### src/rtl/cache_wb_pkg.sv
// Shared types and default widths for the cache posted-write buffer.
// wb_entry_t is the default-width FIFO entry layout.
package cache_wb_pkg;

    localparam int unsigned WB_DEPTH      = 4;
    localparam int unsigned WB_ADDR_WIDTH = 32;
    localparam int unsigned WB_DATA_WIDTH = 32;
    localparam int unsigned WB_BE_WIDTH   = WB_DATA_WIDTH / 8;

    typedef enum logic [1:0] {
        IDLE   = 2'd0,
        WR_OUT = 2'd1,
        RD_OUT = 2'd2
    } wb_state_e;

    typedef struct packed {
        logic [WB_BE_WIDTH-1:0]   be;
        logic [WB_ADDR_WIDTH-1:0] addr;
        logic [WB_DATA_WIDTH-1:0] wdata;
    } wb_entry_t;

endpackage

### src/rtl/wb_fifo.sv
// Power-of-two deep FIFO of posted writes; the head is always visible on data_o.
// Full is judged on the current count, so a push is refused when full even if a pop happens.
module wb_fifo #(
    parameter int unsigned DEPTH   = 4,
    parameter type         entry_t = logic [31:0]
) (
    input  logic                     clk_i,
    input  logic                     rst_ni,
    input  logic                     push_i,
    input  entry_t                   data_i,
    input  logic                     pop_i,
    output entry_t                   data_o,
    output logic                     full_o,
    output logic                     empty_o,
    output logic [$clog2(DEPTH):0]   count_o
);

    localparam int unsigned         PTR_W    = $clog2(DEPTH);
    localparam logic [PTR_W-1:0]    PTR_ONE  = PTR_W'(1);
    localparam logic [PTR_W:0]      CNT_ONE  = (PTR_W + 1)'(1);
    localparam logic [PTR_W:0]      CNT_FULL = (PTR_W + 1)'(DEPTH);

    entry_t           mem_q [DEPTH];
    logic [PTR_W-1:0] wptr_q, wptr_d;
    logic [PTR_W-1:0] rptr_q, rptr_d;
    logic [PTR_W:0]   cnt_q, cnt_d;
    logic             push_ok;
    logic             pop_ok;

    assign full_o  = (cnt_q == CNT_FULL);
    assign empty_o = (cnt_q == '0);
    assign count_o = cnt_q;
    assign data_o  = mem_q[rptr_q];

    assign push_ok = push_i & ~full_o;
    assign pop_ok  = pop_i & ~empty_o;

    always_comb begin
        wptr_d = wptr_q;
        rptr_d = rptr_q;
        cnt_d  = cnt_q;
        if (push_ok) begin
            wptr_d = wptr_q + PTR_ONE;
        end
        if (pop_ok) begin
            rptr_d = rptr_q + PTR_ONE;
        end
        case ({push_ok, pop_ok})
            2'b10:   cnt_d = cnt_q + CNT_ONE;
            2'b01:   cnt_d = cnt_q - CNT_ONE;
            default: cnt_d = cnt_q;
        endcase
    end

    always_ff @(posedge clk_i or negedge rst_ni) begin
        if (!rst_ni) begin
            wptr_q <= '0;
            rptr_q <= '0;
            cnt_q  <= '0;
        end else begin
            wptr_q <= wptr_d;
            rptr_q <= rptr_d;
            cnt_q  <= cnt_d;
        end
    end

    // Storage needs no reset: an entry is only read after it has been pushed.
    always_ff @(posedge clk_i) begin
        if (push_ok) begin
            mem_q[wptr_q] <= data_i;
        end
    end

endmodule

### src/rtl/cache_write_buffer.sv
// Posted-write buffer between the data cache port and the TCDM path to L2.
// Writes are acknowledged at once and drained in order; reads pass through only when the buffer is idle.
module cache_write_buffer
    import cache_wb_pkg::*;
#(
    parameter int unsigned DEPTH      = WB_DEPTH,
    parameter int unsigned ADDR_WIDTH = WB_ADDR_WIDTH,
    parameter int unsigned DATA_WIDTH = WB_DATA_WIDTH,
    parameter int unsigned BE_WIDTH   = WB_BE_WIDTH
) (
    input  logic                  clk_i,
    input  logic                  rst_ni,
    input  logic                  up_req_i,
    output logic                  up_gnt_o,
    input  logic                  up_we_i,
    input  logic [BE_WIDTH-1:0]   up_be_i,
    input  logic [ADDR_WIDTH-1:0] up_addr_i,
    input  logic [DATA_WIDTH-1:0] up_wdata_i,
    output logic                  up_rvalid_o,
    output logic [DATA_WIDTH-1:0] up_rdata_o,
    output logic                  up_err_o,
    output logic                  dn_req_o,
    input  logic                  dn_gnt_i,
    output logic                  dn_we_o,
    output logic [BE_WIDTH-1:0]   dn_be_o,
    output logic [ADDR_WIDTH-1:0] dn_addr_o,
    output logic [DATA_WIDTH-1:0] dn_wdata_o,
    input  logic                  dn_rvalid_i,
    input  logic [DATA_WIDTH-1:0] dn_rdata_i,
    input  logic                  dn_err_i,
    output logic                  empty_o,
    output logic                  wr_err_o
);

    // Same layout as wb_entry_t, sized by this instance's parameters.
    typedef struct packed {
        logic [BE_WIDTH-1:0]   be;
        logic [ADDR_WIDTH-1:0] addr;
        logic [DATA_WIDTH-1:0] wdata;
    } entry_t;

    wb_state_e state_q, state_d;
    logic      wr_rsp_q, wr_rsp_d;
    logic      wr_err_q, wr_err_d;

    entry_t                 push_data;
    entry_t                 head;
    logic                   fifo_full;
    logic                   fifo_empty;
    logic [$clog2(DEPTH):0] fifo_cnt;
    logic                   wr_accept;
    logic                   fifo_pop;
    logic                   rd_eligible;
    logic                   rd_issue;
    logic                   rd_rsp;

    assign push_data = '{be: up_be_i, addr: up_addr_i, wdata: up_wdata_i};

    wb_fifo #(
        .DEPTH   (DEPTH),
        .entry_t (entry_t)
    ) u_fifo (
        .clk_i   (clk_i),
        .rst_ni  (rst_ni),
        .push_i  (wr_accept),
        .data_i  (push_data),
        .pop_i   (fifo_pop),
        .data_o  (head),
        .full_o  (fifo_full),
        .empty_o (fifo_empty),
        .count_o (fifo_cnt)
    );

    assign wr_accept   = up_req_i & up_we_i & ~fifo_full;
    assign rd_eligible = fifo_empty & (state_q == IDLE) & ~wr_rsp_q;
    assign rd_issue    = rd_eligible & up_req_i & ~up_we_i;
    assign fifo_pop    = (state_q == IDLE) & ~fifo_empty & dn_gnt_i;
    assign rd_rsp      = (state_q == RD_OUT) & dn_rvalid_i;

    assign up_gnt_o    = wr_accept | (rd_issue & dn_gnt_i);
    assign up_rvalid_o = wr_rsp_q | rd_rsp;
    assign up_rdata_o  = rd_rsp ? dn_rdata_i : '0;
    assign up_err_o    = rd_rsp & dn_err_i;

    assign empty_o  = fifo_empty & (state_q == IDLE);
    assign wr_err_o = wr_err_q;

    // Queued writes win over a pending read; requests only leave from IDLE.
    always_comb begin
        dn_req_o   = 1'b0;
        dn_we_o    = 1'b0;
        dn_be_o    = '0;
        dn_addr_o  = '0;
        dn_wdata_o = '0;
        if (state_q == IDLE) begin
            if (!fifo_empty) begin
                dn_req_o   = 1'b1;
                dn_we_o    = 1'b1;
                dn_be_o    = head.be;
                dn_addr_o  = head.addr;
                dn_wdata_o = head.wdata;
            end else if (rd_issue) begin
                dn_req_o  = 1'b1;
                dn_be_o   = up_be_i;
                dn_addr_o = up_addr_i;
            end
        end
    end

    always_comb begin
        state_d  = state_q;
        wr_rsp_d = wr_accept;
        wr_err_d = wr_err_q;
        case (state_q)
            IDLE: begin
                if (!fifo_empty) begin
                    if (dn_gnt_i) begin
                        state_d = WR_OUT;
                    end
                end else if (rd_issue && dn_gnt_i) begin
                    state_d = RD_OUT;
                end
            end
            WR_OUT: begin
                if (dn_rvalid_i) begin
                    state_d = IDLE;
                    if (dn_err_i) begin
                        wr_err_d = 1'b1;
                    end
                end
            end
            RD_OUT: begin
                if (dn_rvalid_i) begin
                    state_d = IDLE;
                end
            end
            default: state_d = IDLE;
        endcase
    end

    always_ff @(posedge clk_i or negedge rst_ni) begin
        if (!rst_ni) begin
            state_q  <= IDLE;
            wr_rsp_q <= 1'b0;
            wr_err_q <= 1'b0;
        end else begin
            state_q  <= state_d;
            wr_rsp_q <= wr_rsp_d;
            wr_err_q <= wr_err_d;
        end
    end

    // Posted and read responses can never collide on the upstream channel.
    assert property (@(posedge clk_i) disable iff (!rst_ni) !(wr_rsp_q && rd_rsp));
    assert property (@(posedge clk_i) disable iff (!rst_ni) fifo_empty == (fifo_cnt == '0));

endmodule

### config.mk
export PLATFORM = sky130hd
export DESIGN_NAME = cache_write_buffer
export DESIGN_NICKNAME = d
export VERILOG_FILES = /design/src/rtl/cache_wb_pkg.sv /design/src/rtl/wb_fifo.sv /design/src/rtl/cache_write_buffer.sv
export SDC_FILE = /design/constraint.sdc
export NUM_CORES = 1
export LEC_CHECK = 0
export ABC_AREA = 1
export CORE_MARGIN = 5
export CORE_UTILIZATION = 50
export DETAILED_ROUTE_END_ITERATION = 10
export GPL_TIMING_DRIVEN = 1
export PLACE_DENSITY = 0.76
export SLEW_MARGIN = 20
export SYNTH_ARGS = -nofsm -noshare
export SYNTH_HDL_FRONTEND = slang
export SYNTH_HIERARCHICAL = 1
export SYNTH_SLANG_ARGS = --single-unit
### constraint.sdc
create_clock -name clk_i -period 13.7 [get_ports clk_i]
set_clock_uncertainty 0.15 [all_clocks]
set_input_delay 1.37 -clock clk_i [delete_from_list [all_inputs] [get_ports clk_i]]
set_output_delay 1.37 -clock clk_i [all_outputs]
set_load 0.02 [all_outputs]
==> run_results.csv, run 1 <==
group,metric,value,unit
critical_path,cpPeakStageDelay,660,ps
yosys,yosys_warnings,6,
placed_design,place.gp.congestion,0.739,
die,start_util,0.507,
placed_design,numPortBuffers,213,
grt,grt_pass1_vias,8454,
drt,wire_per_inst,15.7,µm
drt,drc_marker_count_from_the_first_detailed_route_iteration,514,
placed_design,dp_hpwl,16.1,mm
clocking,cts_inserted_buffers,28,
yosys,synth_edf_count,272,
sta,post-route-period-util,0.378,
grt,global_route_met1_usage,0.224,
critical_path,timing.critical_path.max_delay_family,"buffers and inverters",
critical_path,crit_chain,"clkdlybuf4s50_1, nand4_4, o21ai_0, clkdlybuf4s50_1",
cells_and_area,seq_area,0.00844,mm²
sta,post-route-min-period,5180,ps
critical_path,required,12180,ps
yosys,cell_area_after_synthesis,0.0128,mm²
die,die_w,170,µm
clocking,holdBufCountCts,0,
sta,setup_viol,0,
critical_path,worstReg2RegEnd,"u_fifo/mem_q[2][27]",
cells_and_area,multi_input_comb_area,0.00300,mm²
cells_and_area,drive_above_1_share,0.0705,
clocking,cts.reportedPaths.clkPinSlew,60,ps
sta,fmax,193,MHz
clocking,postCtsSetupRepairBufs,0,
cells_and_area,fill_cells,1970,
critical_path,critical_path.n_buffers_inverters,2,
sta,final_max_slew_viol_count,0,
grt,grt.met3_usage,0.0360,
die,core_region_area,0.0252,mm²
die,die_height,170,µm
clocking,worstSkewPairLatency,520,ps
clocking,clock_tree.buffer_depth,3,
drt,drcViolationCount,0,
clocking,h-tree-depth,1,
grt,grt_pass1_wl,42.1,mm
drt,drt-total-wl,26.5,mm
clocking,clk_sink_count,283,
critical_path,worst-endpoint-arrival,3660,ps
worst_hold_path,timing.hold.worst_path_depth,1,
critical_path,crit_path_start_kind,"input port",
power_and_ir_drop,power.total,0.00326,W
drt,vias_per_cell,4.96,
drt,antenna_left,0,
worst_hold_path,class_of_the_tightest_hold_or_removal_check,"flip-flop to flip-flop",
cells_and_area,layout_overhead_on_the_synthesized_area,24.1,%
worst_hold_path,min_from,"wr_err_o",
yosys,sequential_cell_area_fraction_in_the_yosys_report,0.661,
grt,grt_overflow_total,0,
power_and_ir_drop,pwr_dens,206,mW/mm²
grt,groute.usage.overall,0.180,
critical_path,cp_common_cell,"clkdlybuf4s50_1",
drt,vias,8386,
yosys,async_sr_flop_fraction,0.0389,
sta,setup-tns-final,0,ps
yosys,yosys_most_used_dff,"edfxtp_1",
critical_path,worst-setup-path-type,"input port to primary output",
grt,grt_start_max_net_pins,144,
die,io_pins,214,
critical_path,r2r_start,"u_fifo/count_o[0]",
sta,slew_headroom,0.276,
sta,worst-slew-pin-transition,1090,ps
clocking,cts_root_buffer,"clkbuf_16",
yosys,syn_avg_cell_area,11.1,µm²
critical_path,setup.reg_to_reg.worst_slack,10320,ps
grt,global_route.peak_usage_layer,"met2",
clocking,postcts_resize_cnt,0,
sta,timing_hold_violations_final,0,
worst_hold_path,min_to,"wr_err_o",
sta,rsz0062_at_grt,"false",
cells_and_area,n_antenna_cell,0,
die,row_count,58,
yosys,synth.net_count,1263,
yosys,distinct_cells_synth,27,
yosys,ys_ff_latch,283,
critical_path,critPathSlowestCell,"clkdlybuf4s50_1",
critical_path,critPathMaxFanout,37,
grt,grt_use_met2,0.327,
critical_path,cp-end-kind,"primary output",
cells_and_area,post_layout_nets,1455,
die,die-area,0.0288,mm²
yosys,synthCells,1147,
power_and_ir_drop,ir_worst_vdd,0.167,mV
critical_path,crit_cells,4,
grt,antenna_found_initial,0,
critical_path,ff2ff_path_depth,7,
run_status,outcome,"completed",
clocking,tritoncts,"yes",
drt,drt_first_pass_iters,4,
power_and_ir_drop,p_leak,6.47,nW
job,maxCapViolations,0,
[per-layer routing]
layer,vias up,wire (µm)
li1,4191,-
met1,3913,10800
met2,251,13400
met3,31,1950
met4,0,370
met5,-,0
[cells in the mapped netlist (3+ instances only)]
master    instances  area [µm²]
buf_6            25         282
dfrtp_1          11         275
inv_2             4        15.0
o21ai_0           8        40.0
buf_2            20         100
o211ai_1        136        1020
clkbuf_1          6        22.5
nand4_1           3        18.8
nand3_1          10        50.1
o21ai_2          29         254
buf_4             7        52.6
nor2_1           70         263
nand2_1         298        1120
clkbuf_8          3        41.3
inv_1           227         852
edfxtp_1        272        8170
ha_1              8         100
[cells in the final DEF, fill, tap and decap left out, drive strengths merged]
master | synthesis | layout
edfxtp | 272 | 272
nor3 | 1 | 1
nand2 | 299 | 299
buf | 52 | 10
ha | 8 | 8
dfrtp | 11 | 11
o22ai | 1 | 1
clkinvlp | 0 | 1
nor2 | 71 | 71
o21bai | 1 | 1
bufinv | 0 | 2
clkbuf | 9 | 31
nand4 | 4 | 4
clkinv | 0 | 18
fa | 1 | 1
a21oi | 1 | 1
o211ai | 136 | 136
o21ai | 37 | 37
clkdlybuf4s50 | 0 | 213
a31o | 1 | 1
nand3 | 10 | 10
xnor2 | 1 | 1
inv | 231 | 231
[stage by stage]
| step | worst slack [ps] | area, µm² | hold WS (ps) | cells | utilization |
|---|---|---|---|---|---|
| finish | 8520 | 15800 | 313 | 1691 | 0.629 |
| global route | 8270 | 15800 | 344 | 1691 | 0.629 |
| CTS | 8300 | 15800 | 316 | 1691 | 0.629 |
| detailed placement | 8490 | 15000 | 303 | 1639 | 0.594 |
| global placement | 8560 | 14900 | 301 | 1638 | 0.593 |
| floorplan | 8420 | 12800 | 296 | 1147 | - |
[worst max-delay path by stage]
stage | start | endpoint | slack (ps)
6_report | up_req_i | dn_addr_o[1] | 8520
5_1_grt | u_fifo/rptr_q[0] | dn_wdata_o[25] | 8270
4_1_cts | u_fifo/rptr_q[0] | dn_wdata_o[29] | 8300
2_1_floorplan | up_we_i | u_fifo/mem_q[0][0] | 8420
3_3_place_gp | up_req_i | dn_addr_o[0] | 8560
3_5_place_dp | up_req_i | dn_be_o[0] | 8490
[layout make-up]
type | instances | share of cell area
Multi-Input combinational cell | 572 | 0.189
Clock buffer | 31 | 0.0463
Clock inverter | 21 | 0.00963
Tap cell | 330 | 0.0261
Sequential cell | 283 | 0.533
Inverter | 231 | 0.0550
Timing Repair Buffer | 223 | 0.141
[power breakdown]
group          internal [W]  total [W]  switching, W  leakage [nW]
clock              0.000422   0.000726      0.000305         0.443
combinational      0.000552    0.00145      0.000902          3.43
sequential          0.00105    0.00108     0.0000268          2.60
total               0.00203    0.00326       0.00123          6.47
[cell families (layout without fill, tap and decap cells)]
kind of cell / after synthesis / count (layout) / synth area share
fa+ha+maj: 9 / 9 / 0.00940
simple gates: 385 / 385 / 0.117
flops: 283 / 283 / 0.661
buf+inv: 292 / 506 / 0.107
compound gates: 177 / 177 / 0.106
xor+xnor: 1 / 1 / 0.000686
[state kept, by name, indices dropped and copies added (netlist names)]
| register | flops |
|---|---|
| state_q | 2 |
| u_fifo/count_o | 3 |
| u_fifo/mem_q | 272 |
| wr_rsp_q | 1 |
| wr_err_o | 1 |
| u_fifo/rptr_q | 2 |
| u_fifo/wptr_q | 2 |
(Power assumes the default switching activity.)
==> run 2: changes to the inputs <==
==> constraint.sdc (replaced) <==
create_clock -name clk_i -period 5.03 [get_ports clk_i]
set_clock_uncertainty 0.15 [all_clocks]
set_input_delay 0.503 -clock clk_i [delete_from_list [all_inputs] [get_ports clk_i]]
set_output_delay 0.503 -clock clk_i [all_outputs]
set_load 0.02 [all_outputs]
==> run_results.csv, run 2 (synthesis gave the netlist of run 1 again) <==
group,metric,value,unit
run_status,outcome,"completed",
clocking,postcts_resize_cnt,0,
placed_design,numPortBuffers,213,
die,start_util,0.507,
placed_design,dp_hpwl,16.6,mm
power_and_ir_drop,power.total,0.00877,W
cells_and_area,layout_overhead_on_the_synthesized_area,23.6,%
grt,grt_overflow_total,0,
critical_path,worst-endpoint-arrival,3280,ps
clocking,tritoncts,"yes",
drt,antenna_left,0,
clocking,cts.reportedPaths.clkPinSlew,60,ps
die,row_count,58,
cells_and_area,post_layout_nets,1460,
critical_path,cp-end-kind,"primary output",
drt,vias_per_cell,5.00,
sta,worst-slew-pin-transition,1000,ps
power_and_ir_drop,p_leak,6.44,nW
grt,global_route.peak_usage_layer,"met2",
grt,grt.met3_usage,0.0351,
sta,post-route-period-util,0.782,
die,die_w,170,µm
clocking,clk_sink_count,283,
grt,grt_use_met2,0.326,
cells_and_area,max_ffs_per_register,272,
cells_and_area,mostFrequentLayoutCells,"nand2_1, edfxtp_1, inv_1",
critical_path,crit_path_start_kind,"flip-flop",
sta,slew_headroom,0.331,
grt,groute.usage.overall,0.180,
grt,global_route_met1_usage,0.226,
critical_path,critPathMaxFanout,38,
power_and_ir_drop,pwr_dens,555,mW/mm²
placed_design,place.gp.congestion,0.727,
sta,fmax,254,MHz
critical_path,worst-setup-path-type,"flip-flop to primary output",
sta,timing_hold_violations_final,0,
grt,antenna_found_initial,0,
drt,wire_per_inst,15.7,µm
sta,hold-worst-slack,182,ps
grt,grt_start_max_net_pins,89,
die,die_height,170,µm
drt,drcViolationCount,0,
sta,setup_viol,0,
clocking,cts_inserted_buffers,27,
die,die-area,0.0288,mm²
cells_and_area,utilization,0.627,
clocking,postCtsSetupRepairBufs,0,
drt,drt_first_pass_iters,5,
clocking,h-tree-depth,1,
sta,rsz0062_at_grt,"false",
cells_and_area,drive_above_1_share,0.0648,
worst_hold_path,class_of_the_tightest_hold_or_removal_check,"input port to asynchronous set/reset pin",
power_and_ir_drop,ir_worst_vdd,0.314,mV
drt,drc_marker_count_from_the_first_detailed_route_iteration,472,
cells_and_area,largest_register,"u_fifo/mem_q",
clocking,cts_root_buffer,"clkbuf_16",
grt,grt_pass1_wl,41.7,mm
clocking,holdBufCountCts,0,
die,core_region_area,0.0252,mm²
drt,vias,8445,
cells_and_area,n_antenna_cell,0,
sta,final_max_slew_viol_count,0,
critical_path,required,4380,ps
sta,post-route-min-period,3930,ps
clocking,worstSkewPairLatency,520,ps
clocking,clock_tree.buffer_depth,3,
sta,setup-tns-final,0,ps
grt,grt_pass1_vias,8171,
cells_and_area,fill_cells,1938,
cells_and_area,fin_area,0.0158,mm²
cells_and_area,layout.cells.most_common,"nand2_1",
job,maxCapViolations,0,
drt,drt-total-wl,26.5,mm
placed_design,dpl-instance-area,0.0150,mm²
die,io_pins,214,
-- run 2: final timing paths --
kind | startpoint | to | slack [ps] | cells after the start
setup / recovery | state_q[1] | dn_addr_o[2] | 1100 | 7
hold / removal | rst_ni | u_fifo/rptr_q[0] | 180 | 1
setup reg to reg | state_q[1] | u_fifo/count_o[2] | 2180 | 13
hold reg to reg | wr_err_o | wr_err_o | 310 | 1
max in group asynchronous | rst_ni | u_fifo/rptr_q[1] | 4170 | 1
min in group clk_i | wr_err_o | wr_err_o | 310 | 1
-- run 2: layer usage --
metal  part of all wire  routed length, µm
met5                  0                  0
met4              0.010                272
met3              0.082               2170
met2               0.51              13400
met1               0.40              10700
-- run 2: stage by stage --
step | instances | setup slack (ps)
after global routing | 1688 | 717
after floorplan | 1147 | 565
after global placement | 1645 | 1630
after detailed placement | 1645 | 1580
final | 1688 | 1100
after CTS | 1688 | 1030
-- run 2: layout make-up --
type	count	area [µm²]	area share
repair buffers	229	2260	0.143
multi-input cells	572	3000	0.190
clock inverters	9	86.3	0.00547
flip-flops and latches	283	8440	0.535
clock buffers	34	702	0.0445
well taps	330	413	0.0262
inverters	231	872	0.0553
-- run 2: power by group --
group	total [W]	leakage, nW	internal (W)	switching (W)
Clock	0.00184	0.380	0.00107	0.000765
Sequential	0.00294	2.60	0.00287	0.0000727
Combinational	0.00399	3.46	0.00152	0.00246
Total	0.00877	6.44	0.00546	0.00330
-- run 2: worst max-delay path, stage by stage, from the launching register on --
cell,delay (ps)
dfrtp_1,400
inv_1,90
ha_1,220
inv_2,300
nor2_4,810
nand2_1,190
o21ai_2,100
clkdlybuf4s50_1,640
